--- src/rtl/mem_access_stage_if.sv ---
// Data-memory req/ack port between the memory-access stage and the data memory.
// The stage is the master; the memory (or its bus adapter) is the slave.
interface mem_access_stage_if;
    logic        mem_req;
    logic        mem_we;
    logic [31:0] mem_addr;
    logic [3:0]  mem_sel;
    logic [31:0] mem_wdata;
    logic [31:0] mem_rdata;
    logic        mem_ack;

    modport master (
        output mem_req,
        output mem_we,
        output mem_addr,
        output mem_sel,
        output mem_wdata,
        input  mem_rdata,
        input  mem_ack
    );

    modport slave (
        input  mem_req,
        input  mem_we,
        input  mem_addr,
        input  mem_sel,
        input  mem_wdata,
        output mem_rdata,
        output mem_ack
    );
endinterface

--- src/rtl/mem_access_stage.sv ---
// Pipeline memory-access stage: load/store decode, byte/half/word lanes, LL/SC link bit,
// misalignment detection and the MEM/WB register, over a req/ack data-memory port.
module mem_access_stage (
    input  logic        clk,
    input  logic        reset,
    input  logic [7:0]  aluop_MEM,
    input  logic [31:0] mem_address_MEM,
    input  logic [31:0] reg_operation2_value_MEM,
    input  logic        is_write_MEM,
    input  logic [4:0]  write_regAddress_MEM,
    input  logic [31:0] write_regValue_MEM,
    input  logic        ll_clear,
    mem_access_stage_if.master dmem,
    output logic        stall_req,
    output logic        wb_is_write,
    output logic [4:0]  wb_regAddress,
    output logic [31:0] wb_regValue,
    output logic        align_exc,
    output logic [31:0] bad_vaddr
);

    localparam logic [7:0] OpLb  = 8'hE0;
    localparam logic [7:0] OpLh  = 8'hE1;
    localparam logic [7:0] OpLw  = 8'hE3;
    localparam logic [7:0] OpLbu = 8'hE4;
    localparam logic [7:0] OpLhu = 8'hE5;
    localparam logic [7:0] OpSb  = 8'hE8;
    localparam logic [7:0] OpSh  = 8'hE9;
    localparam logic [7:0] OpSw  = 8'hEB;
    localparam logic [7:0] OpLl  = 8'hF0;
    localparam logic [7:0] OpSc  = 8'hF8;

    typedef enum logic [0:0] {StIdle, StWaitAck} state_e;

    state_e state_q;
    logic   llbit_q;

    logic is_load, is_store, is_byte, is_half, is_word, is_signed, is_ll, is_sc;
    logic misaligned, fault, sc_fail, access;
    logic [31:0] rdata_shift;
    logic [31:0] load_data;
    logic [15:0] half_lane;
    logic [7:0]  byte_lane;

    always_comb begin
        is_load   = 1'b0;
        is_store  = 1'b0;
        is_byte   = 1'b0;
        is_half   = 1'b0;
        is_word   = 1'b0;
        is_signed = 1'b0;
        is_ll     = 1'b0;
        is_sc     = 1'b0;
        case (aluop_MEM)
            OpLb:  begin is_load = 1'b1;  is_byte = 1'b1; is_signed = 1'b1; end
            OpLh:  begin is_load = 1'b1;  is_half = 1'b1; is_signed = 1'b1; end
            OpLw:  begin is_load = 1'b1;  is_word = 1'b1; end
            OpLbu: begin is_load = 1'b1;  is_byte = 1'b1; end
            OpLhu: begin is_load = 1'b1;  is_half = 1'b1; end
            OpSb:  begin is_store = 1'b1; is_byte = 1'b1; end
            OpSh:  begin is_store = 1'b1; is_half = 1'b1; end
            OpSw:  begin is_store = 1'b1; is_word = 1'b1; end
            OpLl:  begin is_load = 1'b1;  is_word = 1'b1; is_ll = 1'b1; end
            OpSc:  begin is_store = 1'b1; is_word = 1'b1; is_sc = 1'b1; end
            default: ;
        endcase
    end

    // A misaligned SC faults even when its link bit is already lost.
    assign misaligned = (is_half & mem_address_MEM[0]) | (is_word & (|mem_address_MEM[1:0]));
    assign fault      = (is_load | is_store) & misaligned;
    assign sc_fail    = is_sc & ~llbit_q & ~misaligned;
    assign access     = (is_load | is_store) & ~misaligned & ~sc_fail;

    // The EX/MEM op register is unreset, so the request must be masked during reset.
    assign dmem.mem_req  = access & ~reset;
    assign dmem.mem_we   = access & ~reset & is_store;
    assign stall_req     = access & ~reset & ~dmem.mem_ack;
    assign dmem.mem_addr = {mem_address_MEM[31:2], 2'b00};

    always_comb begin
        dmem.mem_sel   = 4'b1111;
        dmem.mem_wdata = reg_operation2_value_MEM;
        if (is_store && is_byte) begin
            dmem.mem_sel   = 4'b0001 << mem_address_MEM[1:0];
            dmem.mem_wdata = {4{reg_operation2_value_MEM[7:0]}};
        end else if (is_store && is_half) begin
            dmem.mem_sel   = mem_address_MEM[1] ? 4'b1100 : 4'b0011;
            dmem.mem_wdata = {2{reg_operation2_value_MEM[15:0]}};
        end
    end

    always_comb begin
        rdata_shift = dmem.mem_rdata >> {mem_address_MEM[1:0], 3'b000};
        byte_lane   = rdata_shift[7:0];
        half_lane   = mem_address_MEM[1] ? dmem.mem_rdata[31:16] : dmem.mem_rdata[15:0];
        load_data   = dmem.mem_rdata;
        if (is_byte) begin
            load_data = {{24{is_signed & byte_lane[7]}}, byte_lane};
        end else if (is_half) begin
            load_data = {{16{is_signed & half_lane[15]}}, half_lane};
        end
    end

    always_ff @(posedge clk) begin
        if (reset) begin
            state_q       <= StIdle;
            llbit_q       <= 1'b0;
            wb_is_write   <= 1'b0;
            wb_regAddress <= 5'd0;
            wb_regValue   <= 32'd0;
            align_exc     <= 1'b0;
            bad_vaddr     <= 32'd0;
        end else begin
            unique case (state_q)
                StIdle:    if (access && !dmem.mem_ack) state_q <= StWaitAck;
                StWaitAck: if (!access || dmem.mem_ack) state_q <= StIdle;
            endcase

            align_exc <= 1'b0;
            if (fault) begin
                align_exc   <= 1'b1;
                bad_vaddr   <= mem_address_MEM;
                wb_is_write <= 1'b0;
            end else if (access) begin
                if (!dmem.mem_ack) begin
                    wb_is_write <= 1'b0;
                end else if (is_load) begin
                    wb_is_write   <= is_write_MEM;
                    wb_regAddress <= write_regAddress_MEM;
                    wb_regValue   <= load_data;
                end else if (is_sc) begin
                    wb_is_write   <= is_write_MEM;
                    wb_regAddress <= write_regAddress_MEM;
                    wb_regValue   <= 32'd1;
                end else begin
                    wb_is_write <= 1'b0;
                end
            end else if (sc_fail) begin
                wb_is_write   <= is_write_MEM;
                wb_regAddress <= write_regAddress_MEM;
                wb_regValue   <= 32'd0;
            end else begin
                wb_is_write   <= is_write_MEM;
                wb_regAddress <= write_regAddress_MEM;
                wb_regValue   <= write_regValue_MEM;
            end

            if (ll_clear) begin
                llbit_q <= 1'b0;
            end else if (access && dmem.mem_ack && is_ll) begin
                llbit_q <= 1'b1;
            end else if (access && dmem.mem_ack && is_sc) begin
                llbit_q <= 1'b0;
            end
        end
    end

endmodule
--- src/flat_wrapper.sv ---
// flat-port wrapper written by rule: the top's interface ports become plain ports
module mem_access_stage_flat 
  (clk, reset, aluop_MEM, mem_address_MEM, reg_operation2_value_MEM, is_write_MEM, write_regAddress_MEM, write_regValue_MEM, ll_clear, stall_req, wb_is_write, wb_regAddress, wb_regValue, align_exc, bad_vaddr, dmem_mem_req, dmem_mem_we, dmem_mem_addr, dmem_mem_sel, dmem_mem_wdata, dmem_mem_rdata, dmem_mem_ack);
  mem_access_stage_if dmem_i ();
  input  logic clk;
  input  logic reset;
  input  logic [7:0] aluop_MEM;
  input  logic [31:0] mem_address_MEM;
  input  logic [31:0] reg_operation2_value_MEM;
  input  logic is_write_MEM;
  input  logic [4:0] write_regAddress_MEM;
  input  logic [31:0] write_regValue_MEM;
  input  logic ll_clear;
  output logic stall_req;
  output logic wb_is_write;
  output logic [4:0] wb_regAddress;
  output logic [31:0] wb_regValue;
  output logic align_exc;
  output logic [31:0] bad_vaddr;
  output wire logic [$bits(dmem_i.mem_req)-1:0] dmem_mem_req;
  output wire logic [$bits(dmem_i.mem_we)-1:0] dmem_mem_we;
  output wire logic [$bits(dmem_i.mem_addr)-1:0] dmem_mem_addr;
  output wire logic [$bits(dmem_i.mem_sel)-1:0] dmem_mem_sel;
  output wire logic [$bits(dmem_i.mem_wdata)-1:0] dmem_mem_wdata;
  input wire logic [$bits(dmem_i.mem_rdata)-1:0] dmem_mem_rdata;
  input wire logic [$bits(dmem_i.mem_ack)-1:0] dmem_mem_ack;
  assign dmem_mem_req = dmem_i.mem_req;
  assign dmem_mem_we = dmem_i.mem_we;
  assign dmem_mem_addr = dmem_i.mem_addr;
  assign dmem_mem_sel = dmem_i.mem_sel;
  assign dmem_mem_wdata = dmem_i.mem_wdata;
  assign dmem_i.mem_rdata = dmem_mem_rdata;
  assign dmem_i.mem_ack = dmem_mem_ack;
  mem_access_stage u_core (.clk(clk), .reset(reset), .aluop_MEM(aluop_MEM), .mem_address_MEM(mem_address_MEM), .reg_operation2_value_MEM(reg_operation2_value_MEM), .is_write_MEM(is_write_MEM), .write_regAddress_MEM(write_regAddress_MEM), .write_regValue_MEM(write_regValue_MEM), .ll_clear(ll_clear), .dmem(dmem_i), .stall_req(stall_req), .wb_is_write(wb_is_write), .wb_regAddress(wb_regAddress), .wb_regValue(wb_regValue), .align_exc(align_exc), .bad_vaddr(bad_vaddr));
endmodule
--- config.mk ---
export PLATFORM = sky130hd
export DESIGN_NAME = mem_access_stage_flat
export DESIGN_NICKNAME = d
export VERILOG_FILES = /design/src/rtl/mem_access_stage_if.sv /design/src/rtl/mem_access_stage.sv /design/src/flat_wrapper.sv
export SDC_FILE = /design/constraint.sdc
export NUM_CORES = 1
export LEC_CHECK = 0
export CORE_MARGIN = 2
export CORE_UTILIZATION = 30
export CTS_CLUSTER_SIZE = 20
export DETAILED_ROUTE_END_ITERATION = 8
export PLACE_DENSITY = 0.76
export SETUP_SLACK_MARGIN = 0.3
export SYNTH_ARGS = -nofsm -noshare
export SYNTH_HDL_FRONTEND = slang
export SYNTH_SLANG_ARGS = --single-unit
--- constraint.sdc ---
create_clock -name clk -period 2.36 [get_ports clk]
set_input_delay 0.354 -clock clk [delete_from_list [all_inputs] [get_ports clk]]
set_output_delay 0.354 -clock clk [all_outputs]
set_load 0.1 [all_outputs]
# Yosys cells after proc, flatten, opt, wreduce, memory -nomap -nowiden
# Index checks and enable logic that the tools add are counted.
# word_totals
elab_cells	88
in_bits	146
reg_bits	72
out_inout_bits	142
# op_classes
reduce_logical	16
bitwise_logic	20
shift	2
n_eq_ne	12
mux	32
# op_table
operator	n
$mux 32	9
$eq 8x8->1 const B	10
$shr 32x5->8	1
$mux 5	4
$mux 16	1
$mux 1	15
$and 1x1->1	12
$mux 4	3
$reduce_or 2->1	4
$reduce_or 4->1	2
$not 1->1	6
$reduce_or 3->1	2
$reduce_or 6->1	1
$logic_and 1x1->1	5
$shl 1x2->4 const A	1
$ne 3x1->1 const B	1
$reduce_and 3->1	1
$ne 2x2->1 const B	1
$or 1x1->1	2
$reduce_bool 2->1	1

# Depth between registers and ports, before layout
# Gate-level depths: netlist of run 1.
# depth
ltp_word	13
mapped_depth	9
ltp_nobuf	6

# Worst setup path before layout of run 1
# Ideal clock, no wire load.
# synth_timing
kind	input port to output port
from	in aluop_MEM[4]
to	out dmem_mem_wdata[24]
path_stages	6
path_buffers	1
arrival_ns	3.482
required_ns	2.006
setup_slack_ns	-1.476
path_cell_list	and2b_2 > nand3_2 > or3_1 > buf_2 > mux2i_1 > o21ai_0
# synth_via
elab_chain_len	6
elab_cells_between_ends	18
classes_between	8 x eq/ne; 5 x mux; 5 x reduce/logical
# synth_rtl
element	line_no	source
from (decl)	flat_wrapper.sv:7	input logic [7:0] aluop_MEM;
$eq 8x8->1	mem_access_stage.sv:54	case (aluop_MEM)
$reduce_or 4->1 (no source line) or $reduce_or 3->1 (tied branches)	-	
$mux 1	mem_access_stage.sv:54	
$logic_and 1x1->1	mem_access_stage.sv:87	end else if (is_store && is_half) begin
$mux 32	mem_access_stage.sv:87	
$mux 32 (*)	mem_access_stage.sv:84	if (is_store && is_byte) begin
to (decl)	flat_wrapper.sv:24	output wire logic [$bits(dmem_i.mem_wdata)-1:0] dmem_mem_wdata;
# Every way passes the cells marked *; elsewhere a longest branch is shown, timed or not.

# Final worst setup path of run 1
# layout_timing
from	in aluop_MEM[4]
to	out dmem_mem_wdata[25]
# The elaborated chain is that of the path after synthesis.

==> results.md, run 1 <==
* Antenna Violating Nets Remaining at 0
* Cell chain of the critical path: buf_6, and2b_2, nand3_2, or3_4, buf_12, mux2i_4, o21ai_4, buf_12
* Router iterations before antenna repair at 5
* Main synth FF type: dfxtp_1
* Die W at about 130 um
* Gpl congestion at a little over 0.8
* Fraction of layout cells with a size suffix above 1 at about two fifths
* Hold WS at 449 ps
* Final hold viol count at 0
* Cells after Synth at 572
* Clk_lat worst skew at between 300 and 400 ps
* Hold_buf cts at 0
* Cell depth of the worst setup path at 8
* Pin count of the biggest net entering global routing at a little over 40
* Crit path buf inv count at 3
* Gr usage total at a little under a quarter
* Cell mode on critical path: buf_12
* Top cell type's share of synthesized area at between 30% and 40%
* Worst setup path start: aluop_MEM[4]
* Final setup fails at 0
* Worst slack, placed at -297 ps
* Pleak at between 3 and 4 nW
* CP max stage delay at 400 ps
* Startpoint Class: primary input
* Vias at about 5500
* Worst Skew at just under 7 ps
* 1st-iter DRT viols at 307
* Max FO, Critical Path at 8
* Reg2reg start: u_core.llbit_q
* CP Capture Type: output port
* Synth warn at 0
* Starting density of the core at a little under a third
* VDD IR max at 0.403 mV
* CTS Sinks at 72
* Root Driver: clkbuf_16
* R2R Path End: u_core.wb_is_write
* Worst Hold Class: register to register
* Setup crit end: dmem_mem_wdata[25]
* Clk buf depth at 2
* Critical path type: primary input to output port
* Routed len/inst at roughly 18 um
* CP arrival at 1900 ps
* Relative slew slack at 49.5%
* Area of the core at ~0.014 mm^2
* Num CTS Buffers at 9
* Drt drc at 0
* PD cells at 481 mW/mm^2
* Slew Viols, Final at 0
* Synthesis-to-layout area growth at 105%
* Ys async rst share at 0%
* EDFF count, synth at 0
* Mean Syn Cell Area at between 7 and 8 um^2
* R2R Setup Slk at 670 ps
* First-pass GRT wire length at 28800 um
* H-Tree Depth at 3
* Total gr overflow at 0
* Measured slew at the worst slew-check pin at between 700 and 800 ps
* Unrepaired setup endpoints after global routing: true
* Die area at ~0.016 mm^2
* Yosys top cell by area: dfxtp_1
* Worst Reg-to-Reg Cells at 8
* Rows at 44
* Distinct cells, synth at 60
* Initial antenna violation count at 1
* Area contributors post-synth: dfxtp_1, nand2_1, o21ai_0
* Min Tclk post-route at between 2000 and 2500 ps
* IO buf count at between 200 and 300
* Period Utilization, post-route at 95.6%
* Status: finished, final reports clean
* Vias in the first global route at 5167
* Sequential share of the synthesized area at 32.5%
* Die Y at approximately 130 um
* Critical path's slowest cell: or3_4
* Flop and latch count out of synthesis at 72
* Max frequency at 443 MHz
* Final setup margin at between 100 and 150 ps
* Cell Area, Synth at roughly 0.0044 mm^2
* Worst path top cell family by delay: simple AND/OR/NAND/NOR gates
* Worst-path clk slew at roughly 50 ps
* CTS tree: done
* Critical Path RT at roughly 2000 ps
* Via/cell ratio at 5.08
* Max-Cap Viols at 0
* Nets at 1031
* Total power at 4.39 mW
* Final non-filler cell total at 1073
* Post-DP HPWL at around 14000 um
* Top Ports at about 290
* Total Routed Length at 19400 um
* # placed instances at just over 1000
[power by group]
part	switching [mW]	total (mW)	internal, mW	leakage [nW]
Combinational	1.19	1.86	0.671	3.23
Sequential	0.0334	1.30	1.27	0.591
Clock	0.501	1.23	0.726	0.123
Total	1.72	4.39	2.67	3.95
[routing by layer]
metal	part of all wire (%)	track usage, %	up-vias
li1	-	-	2618
met1	41	29.2	2584
met2	50	38.2	222
met3	7.1	5.69	27
met4	2.1	6.01	0
met5	0	0	-
[Yosys cell counts (2+ instances only)]
library cell	count
clkbuf_1	20
nor3_1	2
o21ai_0	68
dfxtp_1	72
a211oi_1	2
and3_1	2
or3_1	3
nand3_1	2
a21oi_1	51
buf_6	3
a21o_1	17
nor3_2	2
mux4_2	6
buf_4	43
mux2_1	4
o22ai_1	2
o21ai_1	6
o211ai_1	3
and2_1	2
mux2_2	14
inv_1	5
nor2_1	15
nand2_1	123
a32oi_1	2
a31oi_1	25
a2bb2oi_1	2
clkbuf_2	3
buf_2	14
mux2i_1	18
nand3b_1	2
nand2b_1	6
a22oi_1	5
[what timing repair did]
action | in CTS | in global routing
gates cloned | 1 | 8
setup endpoints to repair | 100 | 52
pin swaps | 19 | 21
buffers inserted | 19 | 11
resized for setup | 85 | 63
[area by class of cell]
cell class | count | area (um^2)
repair buffers | 384 | 4120
well taps | 184 | 230
inverters | 5 | 21.3
clock buffers | 11 | 243
clock inverters | 3 | 20.0
fillers | 1180 | 5360
multi-input cells | 413 | 3040
diodes | 1 | 2.50
flip-flops and latches | 72 | 1440
[through the flow]
stage	utilization (%)	cell area, um^2	setup TNS [ps]
6_report	63.0	9120	0
2_1_floorplan	-	4720	0
3_5_place_dp	55.9	8090	-16270
3_3_place_gp	55.9	8090	-13730
5_1_grt	63.0	9120	0
4_1_cts	60.1	8700	0
[sequential cells by signal, indices dropped and copies added (netlist names)]
register              count
u_core.wb_is_write        1
u_core.wb_regValue       32
u_core.wb_regAddress      5
u_core.llbit_q            1
u_core.align_exc          1
u_core.bad_vaddr         32
[how the worst min path moves through the flow]
stage / slack, ps / from / cells after the start / end
2_1_floorplan: 430 / ll_clear / 1 / u_core.llbit_q
3_3_place_gp: 440 / u_core.bad_vaddr[26] / 2 / u_core.bad_vaddr[26]
3_5_place_dp: 450 / u_core.bad_vaddr[9] / 2 / u_core.bad_vaddr[9]
4_1_cts: 450 / u_core.bad_vaddr[9] / 2 / u_core.bad_vaddr[9]
5_1_grt: 470 / u_core.bad_vaddr[25] / 2 / u_core.bad_vaddr[25]
6_report: 450 / u_core.bad_vaddr[14] / 2 / u_core.bad_vaddr[14]
[placed cells by master, fill, tap and decap left out, drive strengths merged, types with 4 or more instances in the layout]
cell           count
buf              242
clkdlybuf4s50    135
nand2            125
o21ai             75
dfxtp             72
a21oi             52
a31oi             25
mux2i             18
mux2              18
a21o              17
clkbuf            16
nor2              15
mux4               6
nand2b             6
inv                5
a22oi              5
nor3               4
[kinds of logic after synthesis]
group,synth area share [%]
other,0.0844
multiplexers,11.7
AO/OA/AOI/OAI,26.8
buffers and inverters,12.1
flip-flops,32.5
AND/OR/NAND/NOR,16.8
[worst min-delay path: cells and delay by family, from the launching register on]
family | cells | cell delay (ps)
DFF | 1 | 310
and+or+nand+nor | 1 | 50
AOI/OAI and AO/OA | 1 | 50
No activity file was read; power rests on OpenSTA's default activity.
==> run 2: changes to the inputs <==
--- a/config.mk
+++ b/config.mk
@@ -9,8 +9,8 @@
 export CORE_UTILIZATION = 30
 export CTS_CLUSTER_SIZE = 20
 export DETAILED_ROUTE_END_ITERATION = 8
-export PLACE_DENSITY = 0.76
-export SETUP_SLACK_MARGIN = 0.3
+export GPL_TIMING_DRIVEN = 0
+export PLACE_DENSITY = 0.69
 export SYNTH_ARGS = -nofsm -noshare
 export SYNTH_HDL_FRONTEND = slang
 export SYNTH_SLANG_ARGS = --single-unit
==> run 2 against run 1 <==
Final cell count up 0.93%. Critical path type unchanged. Global-route usage up 0.78 points. Non-clock buffer count up 9. Critical endpoint is now dmem_mem_wdata[21]. Largest cell class unchanged. Core utilization down 4.5 points.
==> results.md, run 2 (synthesis results as in run 1) <==
* Via/cell ratio at between 4 and 5
* IO buf count at ~280
* Inserted Diodes at 0
* Worst Skew at ~12 ps
* CP arrival at around 2000 ps
* Slew Viols, Final at 0
* Nets at between 1000 and 1500
* Final hold viol count at 0
* Met2 usage at between 30% and 40%
* CP max stage delay at 450 ps
* Vias in the first global route at 5377
* Rows at between 40 and 50
* Busiest metal layer after global routing: met2
* Period Utilization, post-route at roughly 100%
* PD cells at about 510 mW/mm^2
* First-pass GRT wire length at around 30000 um
* Min Tclk post-route at ~2300 ps
* VDD IR max at slightly below 0.5 mV
* Worst-path clk slew at ~60 ps
* Gr usage total at approximately a quarter
* Relative slew slack at between 30% and 40%
* Gpl congestion at approximately 0.85
* Drt drc at 0
* Total Routed Length at 19000 um
* Antenna Violating Nets Remaining at 0
* Status: finished, final reports clean
* CP Capture Type: output port
* Critical Path RT at between 2000 and 2500 ps
* Routed len/inst at between 15 and 20 um
* Worst Hold Class: register to register
* Final setup fails at 0
* M3 GR Usage at between 4 and 5%
* Pleak at ~3.6 nW
* Die Y at between 100 and 150 um
* Fillers at 1326
* Startpoint Class: primary input
* Most common cell after layout, fill and taps aside: clkdlybuf4s50_1
* Unrepaired setup endpoints after global routing: true
* Cell chain of the critical path: buf_8, and2b_4, buf_12, nand2_8, or3_4, nand2_8, mux2_4, buf_12
* Fraction of layout cells with a size suffix above 1 at a little under a quarter
* Top Registers: u_core.bad_vaddr (32), u_core.wb_regValue (32), u_core.wb_regAddress (5)
* Max frequency at approximately 430 MHz
* GR met1 Demand/Resource at a little under a third
* Worst slack, placed at -1500 ps
* Die area at ~0.016 mm^2
* CTS tree: done
* Synthesis-to-layout area growth at 90.8%
* 1st-iter DRT viols at slightly below 300
* Top Ports at 288
* H-Tree Depth at 3
* Clk buf depth at 2
* Router iterations before antenna repair at 5
* Die W at 126 um
* Total gr overflow at 0
* Starting density of the core at 30.7%
* Measured slew at the worst slew-check pin at between 1000 and 1500 ps
* Critical path's slowest cell: or3_4
* Vias at approximately 5400
* Area of the core at 0.0145 mm^2
* Critical path type: primary input to output port
* Pin count of the biggest net entering global routing at 14
* Commonest non-fill, non-tap cells in the layout: clkdlybuf4s50_1, nand2_1, dfxtp_1, buf_4, o21ai_0
* Post-DP HPWL at 14500 um
* Hold_buf cts at 0
* Hold WS at 449 ps
* Root Driver: clkbuf_16
* CTS Sinks at between 70 and 80
* Max FO, Critical Path at 5
* Final setup margin at just under 20 ps
* Clk_lat worst skew at between 300 and 400 ps
* Num CTS Buffers at 9
* Max-Cap Viols at 0
* Initial antenna violation count at 0
## run 2: worst max-delay path, delay by kind of cell
kind	cells	cell delay (ps)
simple gates	4	900
buf+inv	3	400
mux	1	320
## run 2: stage by stage
step	utilization [%]	power, mW	cells	instance area (um^2)	setup TNS, ps
floorplan	-	2.45	573	4610	-537
global placement	52.9	2.99	1039	7660	-72610
detailed placement	52.9	3.00	1039	7660	-73980
CTS	57.8	4.38	1074	8360	0
global route	58.5	4.51	1083	8470	-8.27
finish	58.5	4.36	1083	8470	0
## run 2: repair_timing
| item | 4_1_cts | 5_1_grt |
|---|---|---|
| endpoints found under the setup margin | 107 | 26 |
| setup buffers | 16 | 9 |
| endpoints found under the hold margin | 0 | 0 |
| cloned | 3 | 0 |
| pin swaps | 8 | 6 |
| resized for setup | 328 | 24 |
## run 2: report_power, final
part | switching, mW | internal, mW | total [mW]
registers | 0.0280 | 1.27 | 1.30
clock network | 0.559 | 0.775 | 1.33
logic | 1.15 | 0.585 | 1.73
## run 2: layout make-up
class / count / area [um^2] / share of cell area, %
flip-flops and latches: 72 / 1440 / 17.0
clock buffers: 11 / 253 / 2.98
plain buffers: 84 / 581 / 6.85
inverters: 5 / 18.8 / 0.222
multi-input cells: 413 / 2770 / 32.7
clock inverters: 5 / 37.5 / 0.443
repair buffers: 309 / 3140 / 37.0
well taps: 184 / 230 / 2.72
## run 2: worst paths after layout
| check | startpoint | end | slack (ps) | depth (start not counted) |
|---|---|---|---|---|
| max | aluop_MEM[4] | dmem_mem_wdata[21] | 20 | 8 |
| min | u_core.bad_vaddr[18] | u_core.bad_vaddr[18] | 450 | 2 |
| max reg2reg | u_core.llbit_q | u_core.wb_regValue[5] | 430 | 7 |
| min reg2reg | u_core.bad_vaddr[18] | u_core.bad_vaddr[18] | 450 | 2 |
## run 2: layer usage
layer,routed length (um),vias to the layer above
met5,0,-
met4,577,0
met3,1150,39
met2,9020,218
met1,8250,2494
li1,-,2635
